===== config.mk =====
export PLATFORM = sky130hd
export DESIGN_NAME = pacman_sprite_ctrl
export DESIGN_NICKNAME = d
export VERILOG_FILES = /design/src/rtl/pacman_pkg.sv /design/src/rtl/pacman_anim_fsm.sv /design/src/rtl/pacman_sprite_ctrl.sv
export SDC_FILE = /design/constraint.sdc
export NUM_CORES = 1
export LEC_CHECK = 0
export BUFFER_PORTS_ARGS = -buffer_cell sky130_fd_sc_hd__buf_4
export CORE_MARGIN = 8
export CORE_UTILIZATION = 45
export DETAILED_ROUTE_END_ITERATION = 8
export HOLD_SLACK_MARGIN = 0.08
export PLACE_DENSITY = 0.8
export SYNTH_ARGS = -nofsm -noshare
export SYNTH_HDL_FRONTEND = slang
export SYNTH_SLANG_ARGS = --single-unit
export TNS_END_PERCENT = 30

===== constraint.sdc =====
create_clock -name clk_i -period 3.2 [get_ports clk_i]
set_clock_uncertainty 0.15 [all_clocks]
set_input_delay 0.48 -clock clk_i [delete_from_list [all_inputs] [get_ports clk_i]]
set_output_delay 0.48 -clock clk_i [all_outputs]
set_load 0.01 [all_outputs]

===== src/rtl/pacman_pkg.sv =====
// Shared types and constants for the Pac-Man sprite sequencer.
package pacman_pkg;

  typedef enum logic [1:0] {
    UP    = 2'd0,
    DOWN  = 2'd1,
    LEFT  = 2'd2,
    RIGHT = 2'd3
  } dir_t;

  typedef enum logic {
    CLOSED = 1'b0,
    OPEN   = 1'b1
  } mouth_t;

  // Sprite edge in pixels; equals the height of one ROM frame.
  localparam logic [9:0]  SPRITE_SIZE  = 10'd16;
  localparam logic [2:0]  FRAME_CLOSED = 3'd0;
  localparam logic [11:0] FRAME_ROWS   = 12'd16;

  // Open-mouth frames follow the closed frame in direction order.
  function automatic logic [2:0] open_frame(input dir_t dir);
    return {1'b0, dir} + 3'd1;
  endfunction

endpackage


===== src/rtl/pacman_anim_fsm.sv =====
// Per-video-frame state: latched direction/motion, mouth FSM and frame select.
module pacman_anim_fsm #(
  parameter int unsigned ANIM_PERIOD = 8
) (
  input  logic       clk_i,
  input  logic       reset_i,
  input  logic       frame_tick_i,
  input  logic [1:0] dir_req_i,
  input  logic       moving_i,
  output logic [2:0] frame_sel_o
);
  import pacman_pkg::*;

  localparam logic [7:0] LAST_COUNT = 8'(ANIM_PERIOD - 1);

  dir_t       dir_q;
  logic       moving_q;
  mouth_t     state_q;
  logic [7:0] anim_cnt_q;
  logic [2:0] frame_sel_q;
  dir_t       dir_new;
  logic [2:0] unused_latched;

  // The tick-cycle request is used directly, so the latched copies only
  // carry state for observation between ticks.
  assign dir_new        = dir_t'(dir_req_i);
  assign unused_latched = {moving_q, dir_q};
  assign frame_sel_o    = frame_sel_q;

  // Once per video frame: latch inputs, advance the mouth FSM, pick the frame.
  always_ff @(posedge clk_i) begin
    if (reset_i) begin
      dir_q       <= RIGHT;
      moving_q    <= 1'b0;
      state_q     <= CLOSED;
      anim_cnt_q  <= '0;
      frame_sel_q <= FRAME_CLOSED;
    end else if (frame_tick_i) begin
      dir_q    <= dir_new;
      moving_q <= moving_i;
      if (!moving_i) begin
        state_q     <= OPEN;
        anim_cnt_q  <= '0;
        frame_sel_q <= open_frame(dir_new);
      end else if (anim_cnt_q == LAST_COUNT) begin
        anim_cnt_q <= '0;
        if (state_q == CLOSED) begin
          state_q     <= OPEN;
          frame_sel_q <= open_frame(dir_new);
        end else begin
          state_q     <= CLOSED;
          frame_sel_q <= FRAME_CLOSED;
        end
      end else begin
        anim_cnt_q  <= anim_cnt_q + 8'd1;
        frame_sel_q <= (state_q == OPEN) ? open_frame(dir_new) : FRAME_CLOSED;
      end
    end
  end

endmodule


===== src/rtl/pacman_sprite_ctrl.sv =====
// Pac-Man sprite sequencer: hit test, ROM addressing and 2-stage pixel pipeline.
module pacman_sprite_ctrl #(
  parameter int unsigned ANIM_PERIOD = 8
) (
  input  logic        clk_i,
  input  logic        reset_i,
  input  logic        frame_tick_i,
  input  logic [1:0]  dir_req_i,
  input  logic        moving_i,
  input  logic [9:0]  pac_x_i,
  input  logic [9:0]  pac_y_i,
  input  logic [9:0]  draw_x_i,
  input  logic [9:0]  draw_y_i,
  input  logic        draw_valid_i,
  output logic [11:0] rom_addr_o,
  input  logic [16:0] rom_data_i,
  output logic [2:0]  frame_sel_o,
  output logic        pixel_on_o,
  output logic        pixel_valid_o
);
  import pacman_pkg::*;

  logic [2:0]  frame_sel;
  logic [9:0]  dx;
  logic [9:0]  dy;
  logic        hit;
  logic [11:0] rom_addr_d;
  logic [11:0] rom_addr_q;
  logic [3:0]  col_q;
  logic        hit_q;
  logic        valid_q;
  logic        pixel_on_q;
  logic        pixel_valid_q;
  logic [15:0] row_bits;
  logic        unused_rom_msb;

  pacman_anim_fsm #(
    .ANIM_PERIOD(ANIM_PERIOD)
  ) u_anim (
    .clk_i       (clk_i),
    .reset_i     (reset_i),
    .frame_tick_i(frame_tick_i),
    .dir_req_i   (dir_req_i),
    .moving_i    (moving_i),
    .frame_sel_o (frame_sel)
  );

  // Modulo-1024 offsets: a pixel left of or above the sprite wraps to a
  // large value and fails the range test.
  assign dx  = draw_x_i - pac_x_i;
  assign dy  = draw_y_i - pac_y_i;
  assign hit = draw_valid_i && (dx < SPRITE_SIZE) && (dy < SPRITE_SIZE);

  assign rom_addr_d = hit ? ({9'd0, frame_sel} * FRAME_ROWS + {8'd0, dy[3:0]})
                          : 12'd0;

  // Bit 15 is the leftmost pixel; bit 16 of the ROM word carries nothing.
  assign row_bits       = rom_data_i[15:0];
  assign unused_rom_msb = rom_data_i[16];

  assign rom_addr_o    = rom_addr_q;
  assign frame_sel_o   = frame_sel;
  assign pixel_on_o    = pixel_on_q;
  assign pixel_valid_o = pixel_valid_q;

  // Stage 1: register the ROM address and carry column/hit/valid alongside.
  always_ff @(posedge clk_i) begin
    if (reset_i) begin
      rom_addr_q <= '0;
      col_q      <= '0;
      hit_q      <= 1'b0;
      valid_q    <= 1'b0;
    end else begin
      rom_addr_q <= rom_addr_d;
      col_q      <= dx[3:0];
      hit_q      <= hit;
      valid_q    <= draw_valid_i;
    end
  end

  // Stage 2: pick the column bit out of the ROM row returned for stage 1.
  always_ff @(posedge clk_i) begin
    if (reset_i) begin
      pixel_on_q    <= 1'b0;
      pixel_valid_q <= 1'b0;
    end else begin
      pixel_on_q    <= hit_q & row_bits[~col_q];
      pixel_valid_q <= valid_q;
    end
  end

endmodule


==> flow_summary.toml, run 1 <==
[status]
status = "finished, final reports clean"

[synth]
synth_area_leaders = "dfxtp_1 26%, ha_1 12%, mux4_2 5.5%"
ys_ff_latch = 27
synth_cells = 239
synth_cell_type_count = 48
syn_area_per_cell_um2 = 8.638
syn_area_um2 = 2064
yosys_most_used_dff = "dfxtp_1"
ys_seq_area_share_pct = 26.18
synth.largest_area_cell = "dfxtp_1"
ys_warn_count = 0
yosysTopAreaCellShare_pct = 26.18
async_reset_ff_share_pct = 0
synth-edff-count = 0

[route]
drc = 0
wl_mm = 4.843
drtIter0Drc = 54
wl_per_cell_um = 13.30
vias = 1955
final_antenna_net_count = 0
routed_via_density = 5.371
drt_pass1_iterations = 4

[power]
p_leak_nw = 1.300
p_comb_share_pct = 35.3
p_sw_share_pct = 29.73
seqPwrFrac_pct = 42.9
clock_power_share_pct = 21.9
power_density_nw_per_um2 = 309.3
p_int_w = 0.0005852
switchingPower_w = 0.0002476
max-vdd-ir-drop_mv = 0.1715

[global_route]
grt_max_degree = 16
grt_pass1_vias = 2062
antenna_found_initial = 0
grtUsageTotal_pct = 13.70
gr-total-overflow = 0
grt_pass1_wl_mm = 8.535

[floorplan]
die-width_um = 83.73
core_area_um2 = 4384
dieHeight_um = 83.73
rows = 24
ios = 81
initial_utilization_pct = 47.09
dieArea_um2 = 7011

[layout]
n_fill_cell = 402
design_area_um2 = 2693
final_common_cell = "buf_4"
drive_gt1_share_pct = 28.53
n_antenna_cell = 0
final_cell_mix = "74 x buf_4, 28 x inv_1, 27 x dfxtp_1"
area_growth_pct = 30.42
fin_cells = 364
nNetsFinal = 399

[timing]
tns_ns = 0
rsz0062_at_grt = "false"
setup_viol_count_final = 0
max_freq_mhz = 381.0
finalMaxSlewViolations = 0
hold_viol = 0
min_period_ns = 2.625
max_slew_margin_pct = 60.42
worstMarginPinSlew_ns = 0.5882
setup_ws_ns = 0.5753
fin_crit_sh_pct = 82.02

[placement]
dp_hpwl_mm = 4.175
port_buffers = 74
gp_congestion = 0.8643
dpl-instance-area_um2 = 2646
dpl.cell_count = 360
place_ws_ns = 0.2956

[setup_path]
crit_path_start_kind = "primary input"
crit_type = "primary input to flop"
slowest_stage = "or4_4"
worstPathArrival_ns = 2.65
crit_path_max_incr_delay_ns = 0.57
endpoint_kind = "flop"
worstPathMaxFanout = 4
crit_top_cell = "inv_1"
cp_cell_sequence = "buf_4 -> inv_1 -> ha_1 -> inv_1 -> fa_1 -> a31o_1 -> mux2i_1 -> o221ai_1 -> or4_4 -> nor4_1"
required_ns = 3.22

[clocking]
htreeDepth = 1
clk_latency_ns = 0.26
path_clk_slew_ns = 0.09
cts_buffers = 3
cts_resized = 0
cts_tree = "yes"
postCtsSetupBuffers = 0
cts_num_sinks = 27
cts.path.max_buffers = 2
cts-root-buf = "clkbuf_8"
hold_buffers = 0

[flow_run]
drv_cap = 0

[hold_path]
hold_path_class = "flop to flop"
## final cells by class
type                            count  area (um^2)  share of cell area, %
Inverter                           28        105.1                  3.903
Timing Repair Buffer               74        555.5                  20.63
Clock buffer                        3        41.29                  1.533
Multi-Input combinational cell    179         1380                  51.25
Sequential cell                    27        540.5                  20.07
Clock inverter                      1        5.005                 0.1859
Tap cell                           52        65.06                  2.416
## cells in the mapped netlist, types with 5 or more instances
cell type and instances:
dfxtp_1 27, a21oi_1 12, xor2_1 8, nor2_1 18, nor3_1 5, buf_4 5
nor4_1 5, ha_1 20, nand2_1 12, nand2b_1 6, mux4_2 5, o21ai_0 11
nor2b_1 7, inv_1 28, nand4_1 5, mux2i_1 5, xnor2_1 8
## layer usage
layer  up-vias  wire length [um]  track usage, %
met4         0                 6           1.099
li1        988                 -               -
met3         2               312           3.223
met1       903              1975           14.99
met2        62              2549           26.53
met5         -                 0               0
## power by group through the flow
stage	Combinational [W]	Sequential, W	Clock, W
2_1_floorplan	0.000196	0.000364	0
6_report	0.000294	0.000357	0.000182
4_1_cts	0.000293	0.000358	0.000189
3_5_place_dp	0.000292	0.000365	0
3_3_place_gp	0.000285	0.000365	0
5_1_grt	0.000331	0.000360	0.000200
## worst paths after layout
check | startpoint | endpoint | slack (ns) | cells after the start
setup / recovery | draw_x_i[0] | rom_addr_o[3]$_SDFF_PP0_ | 0.58 | 10
hold / removal | valid_q$_SDFF_PP0_ | pixel_valid_o$_SDFF_PP0_ | 0.30 | 1
setup reg to reg | col_q[0]$_SDFF_PP0_ | pixel_on_o$_SDFF_PP0_ | 1.31 | 3
hold reg to reg | valid_q$_SDFF_PP0_ | pixel_valid_o$_SDFF_PP0_ | 0.30 | 1
## through the flow
step	util [%]	total power (W)	hold WS, ns
after floorplan	-	0.0005594	0.2638
after global placement	60.36	0.0006498	0.2703
after detailed placement	60.36	0.0006576	0.2828
after CTS	61.42	0.0008402	0.3076
after global routing	61.42	0.0008910	0.3145
final	61.42	0.0008329	0.3012
## critical path: cells and delay by family
family                     cells  cell delay [ns]
and+or+nand+nor                2             0.85
buffers and inverters          3             0.20
muxes                          1             0.14
AOI/OAI and AO/OA              2             0.42
adders and majority gates      2             0.56
## state kept, by name, summed over array words and instances (netlist names)
signal	count
col_q	4
hit_q	1
pixel_on_o	1
pixel_valid_o	1
rom_addr_o	7
u_anim.anim_cnt_q	8
u_anim.frame_sel_o	3
u_anim.state_q	1
valid_q	1
## kinds of logic (layout without fill, tap and decap cells)
| logic type | count (synthesis) | after routing | synth area share, % |
|---|---|---|---|
| muxes | 10 | 10 | 7.879 |
| AOI/OAI and AO/OA | 50 | 50 | 17.15 |
| adders and majority gates | 22 | 22 | 14.06 |
| and+or+nand+nor | 76 | 76 | 20.06 |
| other | 1 | 5 | 0.1816 |
| xor gates and xnor gates | 16 | 16 | 6.788 |
| buffers and inverters | 37 | 106 | 7.697 |
| DFF | 27 | 27 | 26.18 |
No activity file was read; power rests on OpenSTA's default activity.
==> run 2, diff against run 1 <==
- ABC_AREA: unset -> 1
- PLACE_DENSITY: 0.8 -> 0.81
- clock period: 3.2 -> 2.2 ns (I/O delays scaled with it)
==> run 2 against run 1 <==
Against the previous run:
- highest routed layer is now met3
- non-clock buffer count rose by 4
- worst hold slack worse by 0.15 ns
- synthesized cell count grew 45%
- final cell count up 36%
- largest power group unchanged
- critical path type unchanged
- power rose by 53%
==> flow_summary.toml, run 2 <==
[hold_path]
hold_path_class = "primary input to flop"
min_path_cells = 2
hp-start = "reset_i"
min_to = "u_anim.frame_sel_o[0]$_SDFFE_PP0P_"

[setup_path]
crit_path_start_kind = "primary input"
required_ns = 2.25
cp.depth = 14
critPathBufInv = 4
timing.rr.end = "u_anim.frame_sel_o[2]$_SDFFE_PP0P_"
rr_startpoint = "u_anim.anim_cnt_q[1]$_SDFFE_PP0P_"
cp_cell_sequence = "buf_4 -> inv_1 -> ha_1 -> inv_1 -> fa_1 -> nand3_1 -> inv_1 -> nor2_1 -> nor2_1 -> nor2_1 -> nand3_1 -> nor2_4 -> nand3_4 -> nor3_2"
r2r_setup_slack_ns = 0.55
endpoint_kind = "flop"
worstPathMaxFanout = 8
slowest_stage = "fa_1"
worstPathArrival_ns = 2.06
r2r_cells = 9
crit_type = "primary input to flop"
path_delay_family = "simple AND/OR/NAND/NOR gates"
crit_path_max_incr_delay_ns = 0.39

[clocking]
cts-root-buf = "clkbuf_8"
cts_num_sinks = 27
clk_latency_ns = 0.27
postCtsSetupBuffers = 0
cts.path.max_buffers = 2
cts_buffers = 3
cts_resized = 0
htreeDepth = 1
cts_tree = "yes"
hold_buffers = 0
path_clk_slew_ns = 0.10

[floorplan]
initial_utilization_pct = 45.58
dieArea_um2 = 7610
ios = 81
core_area_um2 = 5010
dieHeight_um = 87.24
die-width_um = 87.24
rows = 26

[power]
max-vdd-ir-drop_mv = 0.2346
power_density_nw_per_um2 = 428.6
p_leak_nw = 1.548

[layout]
nNetsFinal = 512
final_common_cell = "nand2_1"
multi_input_area_um2 = 1453
largest_register_ffs = 8
drive_gt1_share_pct = 27.53
max_flop_register = "u_anim.anim_cnt_q"
n_antenna_cell = 0
area_growth_pct = 30.25
final-seq-area_um2 = 540.5
final_cell_mix = "81 x nand2_1, 78 x buf_4, 66 x inv_1"
n_fill_cell = 495
final_core_util_pct = 59.37

[synth]
ys_warn_count = 0
synth.largest_area_cell = "dfxtp_1"
syn_area_per_cell_um2 = 6.600
synth_cell_type_count = 35
ys_seq_area_share_pct = 23.67
synth_cells = 346
synth-edff-count = 0
async_reset_ff_share_pct = 0
ys_top_cells_by_count = "81 x nand2_1, 66 x inv_1, 31 x nor2_1"
synth_area_leaders = "dfxtp_1 24%, nand2_1 13%, ha_1 11%"
yosys_most_used_dff = "dfxtp_1"
syn_area_um2 = 2283
yosysTopAreaCellShare_pct = 23.67
ys_ff_latch = 27
synthMostInstantiatedCell = "nand2_1"

[route]
wl_per_cell_um = 10.74
routed_via_density = 4.695
drc = 0
final_antenna_net_count = 0
drt_pass1_iterations = 4
wl_mm = 5.315
drtIter0Drc = 63
vias = 2324

[global_route]
gr-total-overflow = 0
grt_max_degree = 17
grtUsageTotal_pct = 14.46
antenna_found_initial = 0
grt_pass1_vias = 2336
grt_pass1_wl_mm = 9.363

[placement]
dp_hpwl_mm = 4.622
gp_congestion = 0.8634
port_buffers = 74

[flow_run]
drv_cap = 0

[timing]
hold-worst-slack_ns = 0.1536
hold_viol = 0
setup_viol_count_final = 0
tns_ns = 0
min_period_ns = 2.004
max_freq_mhz = 499.0
fin_crit_sh_pct = 91.09
rsz0062_at_grt = "false"
finalMaxSlewViolations = 0

[status]
status = "finished, final reports clean"
run 2: changes by cell type after synthesis, sizes merged, moves of 6 or more:
cell,delta
a21oi,+6
inv,+41
nand2,+78
nand2b,-6
nand3,+18
nor2,+21
nor2b,-7
nor3,+9
run 2: layout make-up:
class	instances	share of cell area (%)
inverter	69	8.708
timing repair buffer	78	19.69
tap	70	2.945
sequential	27	18.17
clock buffer	3	1.388
multi-input combinational	247	48.84
clock inverter	1	0.2524
run 2: kinds of logic (layout without fill, tap and decap cells):
kind of cell,Yosys count,in the layout,share of synthesized area [%]
DFF,27,27,23.67
buffers and inverters,76,151,13.37
AOI/OAI and AO/OA,41,41,10.30
adders and majority gates,22,22,12.71
and+or+nand+nor,173,173,37.48
xor gates and xnor gates,6,6,2.302
other,1,5,0.1642
run 2: worst max-delay path by stage:
| stage | from | to | slack [ns] |
|---|---|---|---|
| finish | draw_x_i[0] | rom_addr_o[0]$_SDFF_PP0_ | 0.20 |
| floorplan | draw_y_i[0] | rom_addr_o[0]$_SDFF_PP0_ | 0.20 |
| global placement | draw_y_i[0] | rom_addr_o[6]$_SDFF_PP0_ | -0.04 |
| global route | draw_y_i[0] | rom_addr_o[0]$_SDFF_PP0_ | 0.03 |
| detailed placement | draw_x_i[0] | rom_addr_o[0]$_SDFF_PP0_ | -0.10 |
| CTS | draw_y_i[0] | rom_addr_o[0]$_SDFF_PP0_ | 0.18 |
run 2: per-stage QoR:
step                      setup WS (ns)  cells  total power (W)  instance area [um^2]
after floorplan                  0.1962    350        0.0008561                  2298
final                            0.1961    495         0.001275                  2974
after detailed placement        -0.1023    491         0.001009                  2925
after global routing            0.03493    495         0.001376                  2974
after CTS                        0.1790    495         0.001286                  2974
after global placement         -0.03766    491        0.0009960                  2925
run 2: where the power goes:
group          internal, W  switching [W]
logic             0.000217       0.000260
registers         0.000504      0.0000129
clock network     0.000128       0.000152
total             0.000849       0.000426
run 2: layer usage:
| metal | part of all wire, % | routed length (um) | up-vias | GRT usage [%] |
|---|---|---|---|---|
| li1 | - | - | 1245 | - |
| met1 | 43 | 2281 | 1027 | 16.23 |
| met2 | 51 | 2700 | 52 | 27.41 |
| met3 | 6.3 | 333 | 0 | 3.113 |
| met4 | 0 | 0 | 0 | 2.031 |
| met5 | 0 | 0 | - | 0 |
==> run 3, diff against run 2 <==
- CORE_UTILIZATION: 45 -> 46
- PLACE_DENSITY: 0.81 -> 0.83
==> run 3 against run 2 <==
Against the previous run:
- worst hold slack worse by 0.0028 ns
- critical path depth unchanged
- non-clock buffer count unchanged
- final area fell by 0.13%
- final cell count is 0.61% lower
- setup slack worse by 0.042 ns
- first-iteration DRC count grew 52%
- power is essentially flat
- core utilization up 3.1 points
- count of clock-buffer cells in the layout unchanged
- critical endpoint unchanged
- highest routed layer is now met4
==> flow_summary.toml, run 3 (synthesis results as in run 2) <==
[power]
power_density_nw_per_um2 = 429.5
p_leak_nw = 1.548
max-vdd-ir-drop_mv = 0.2053
total_power_w = 0.001276

[placement]
dpl.cell_count = 488
gp_congestion = 0.8519
dp_hpwl_mm = 4.647
port_buffers = 74

[floorplan]
initial_utilization_pct = 48.03
dieArea_um2 = 7474
die-width_um = 86.46
core_area_um2 = 4755
ios = 81
dieHeight_um = 86.46
rows = 25

[setup_path]
r2r_cells = 9
crit_type = "primary input to flop"
r2r_setup_slack_ns = 0.49
worstPathMaxFanout = 8
rr_startpoint = "u_anim.anim_cnt_q[0]$_SDFFE_PP0P_"
timing.rr.end = "u_anim.frame_sel_o[2]$_SDFFE_PP0P_"
worstPathArrival_ns = 2.10
required_ns = 2.26
endpoint_kind = "flop"
crit_path_start_kind = "primary input"

[timing]
tns_ns = 0
min_period_ns = 2.046
finalMaxSlewViolations = 0
fin_crit_sh_pct = 93.01
setup_viol_count_final = 0
hold_viol = 0
max_freq_mhz = 488.7
hold-worst-slack_ns = 0.1508
rsz0062_at_grt = "false"

[route]
drtIter0Drc = 96
drt_pass1_iterations = 4
wl_per_cell_um = 10.93
routed_via_density = 4.742
final_antenna_net_count = 0
vias = 2333
drc = 0
wl_mm = 5.379

[clocking]
cts_buffers = 3
cts.path.max_buffers = 2
cts_resized = 0
hold_buffers = 0
cts_tree = "yes"
htreeDepth = 1
clk_latency_ns = 0.27
postCtsSetupBuffers = 0
path_clk_slew_ns = 0.10
cts-root-buf = "clkbuf_8"
cts_num_sinks = 27

[global_route]
grt_pass1_vias = 2226
antenna_found_initial = 0
top_usage_layer = "met2"
grt_pass1_wl_mm = 9.156
grt_max_degree = 17
gr-total-overflow = 0
grtUsageTotal_pct = 14.26
grtUsageMet1_pct = 16.37
grt_use_met2_pct = 26.53
use_met3_pct = 3.025

[layout]
area_growth_pct = 30.08
final_common_cell = "nand2_1"
drive_gt1_share_pct = 27.53
final_cell_mix = "81 x nand2_1, 78 x buf_4, 66 x inv_1"
fin_cells = 492
max_flop_register = "u_anim.anim_cnt_q"
largest_register_ffs = 8
n_antenna_cell = 0
nNetsFinal = 512

[status]
status = "finished, final reports clean"

[hold_path]
hp-start = "reset_i"
hold_path_class = "primary input to flop"
min_to = "u_anim.frame_sel_o[2]$_SDFFE_PP0P_"
min_path_cells = 2

[flow_run]
drv_cap = 0
==> run 3: how the worst max path moves through the flow <==
stage                      from  slack (ns)                  endpoint
floorplan           draw_y_i[0]        0.20  rom_addr_o[0]$_SDFF_PP0_
global placement    draw_x_i[0]       -0.05  rom_addr_o[6]$_SDFF_PP0_
detailed placement  draw_x_i[0]       -0.15  rom_addr_o[0]$_SDFF_PP0_
CTS                 draw_x_i[0]        0.13  rom_addr_o[0]$_SDFF_PP0_
global route        draw_x_i[0]        0.02  rom_addr_o[4]$_SDFF_PP0_
finish              draw_x_i[0]        0.15  rom_addr_o[0]$_SDFF_PP0_
==> run 3: routing by layer <==
metal | wire [um] | vias up
li1 | - | 1242
met1 | 2350 | 1020
met2 | 2653 | 66
met3 | 354 | 5
met4 | 20 | 0
met5 | 0 | -
==> run 3: critical path: stages <==
cell and delay (ns):
buf_4 0.11, inv_1 0.05, ha_1 0.14, inv_1 0.07
fa_1 0.40, nand3_1 0.14, inv_1 0.05, nor2_1 0.13
nor2_1 0.06, nor2_1 0.09, nand3_1 0.11, nor2_4 0.12
nand3_4 0.16, nor3_2 0.15
==> run 3: final cells by class <==
cell class              instances  area (um^2)
repair buffers                 78        585.6
clock buffers                   3        41.29
multi-input cells             247         1453
flip-flops and latches         27        540.5
clock inverters                 1        7.507
well taps                      67        83.83
fillers                       451         1784
inverters                      69        259.0
==> run 3: metrics by stage <==
| step | setup slack (ns) | cell area, um^2 | util, % |
|---|---|---|---|
| CTS | 0.1346 | 2970 | 62.47 |
| floorplan | 0.1962 | 2298 | - |
| detailed placement | -0.1505 | 2922 | 61.45 |
| finish | 0.1537 | 2970 | 62.47 |
| global route | 0.02282 | 2970 | 62.47 |
| global placement | -0.04982 | 2922 | 61.45 |
==> run 3: power by group <==
part	switching [W]	internal (W)	leakage (nW)
registers	0.0000129	0.000504	0.220
logic	0.000262	0.000217	1.31
clock network	0.000152	0.000128	0.0217
total	0.000426	0.000849	1.55
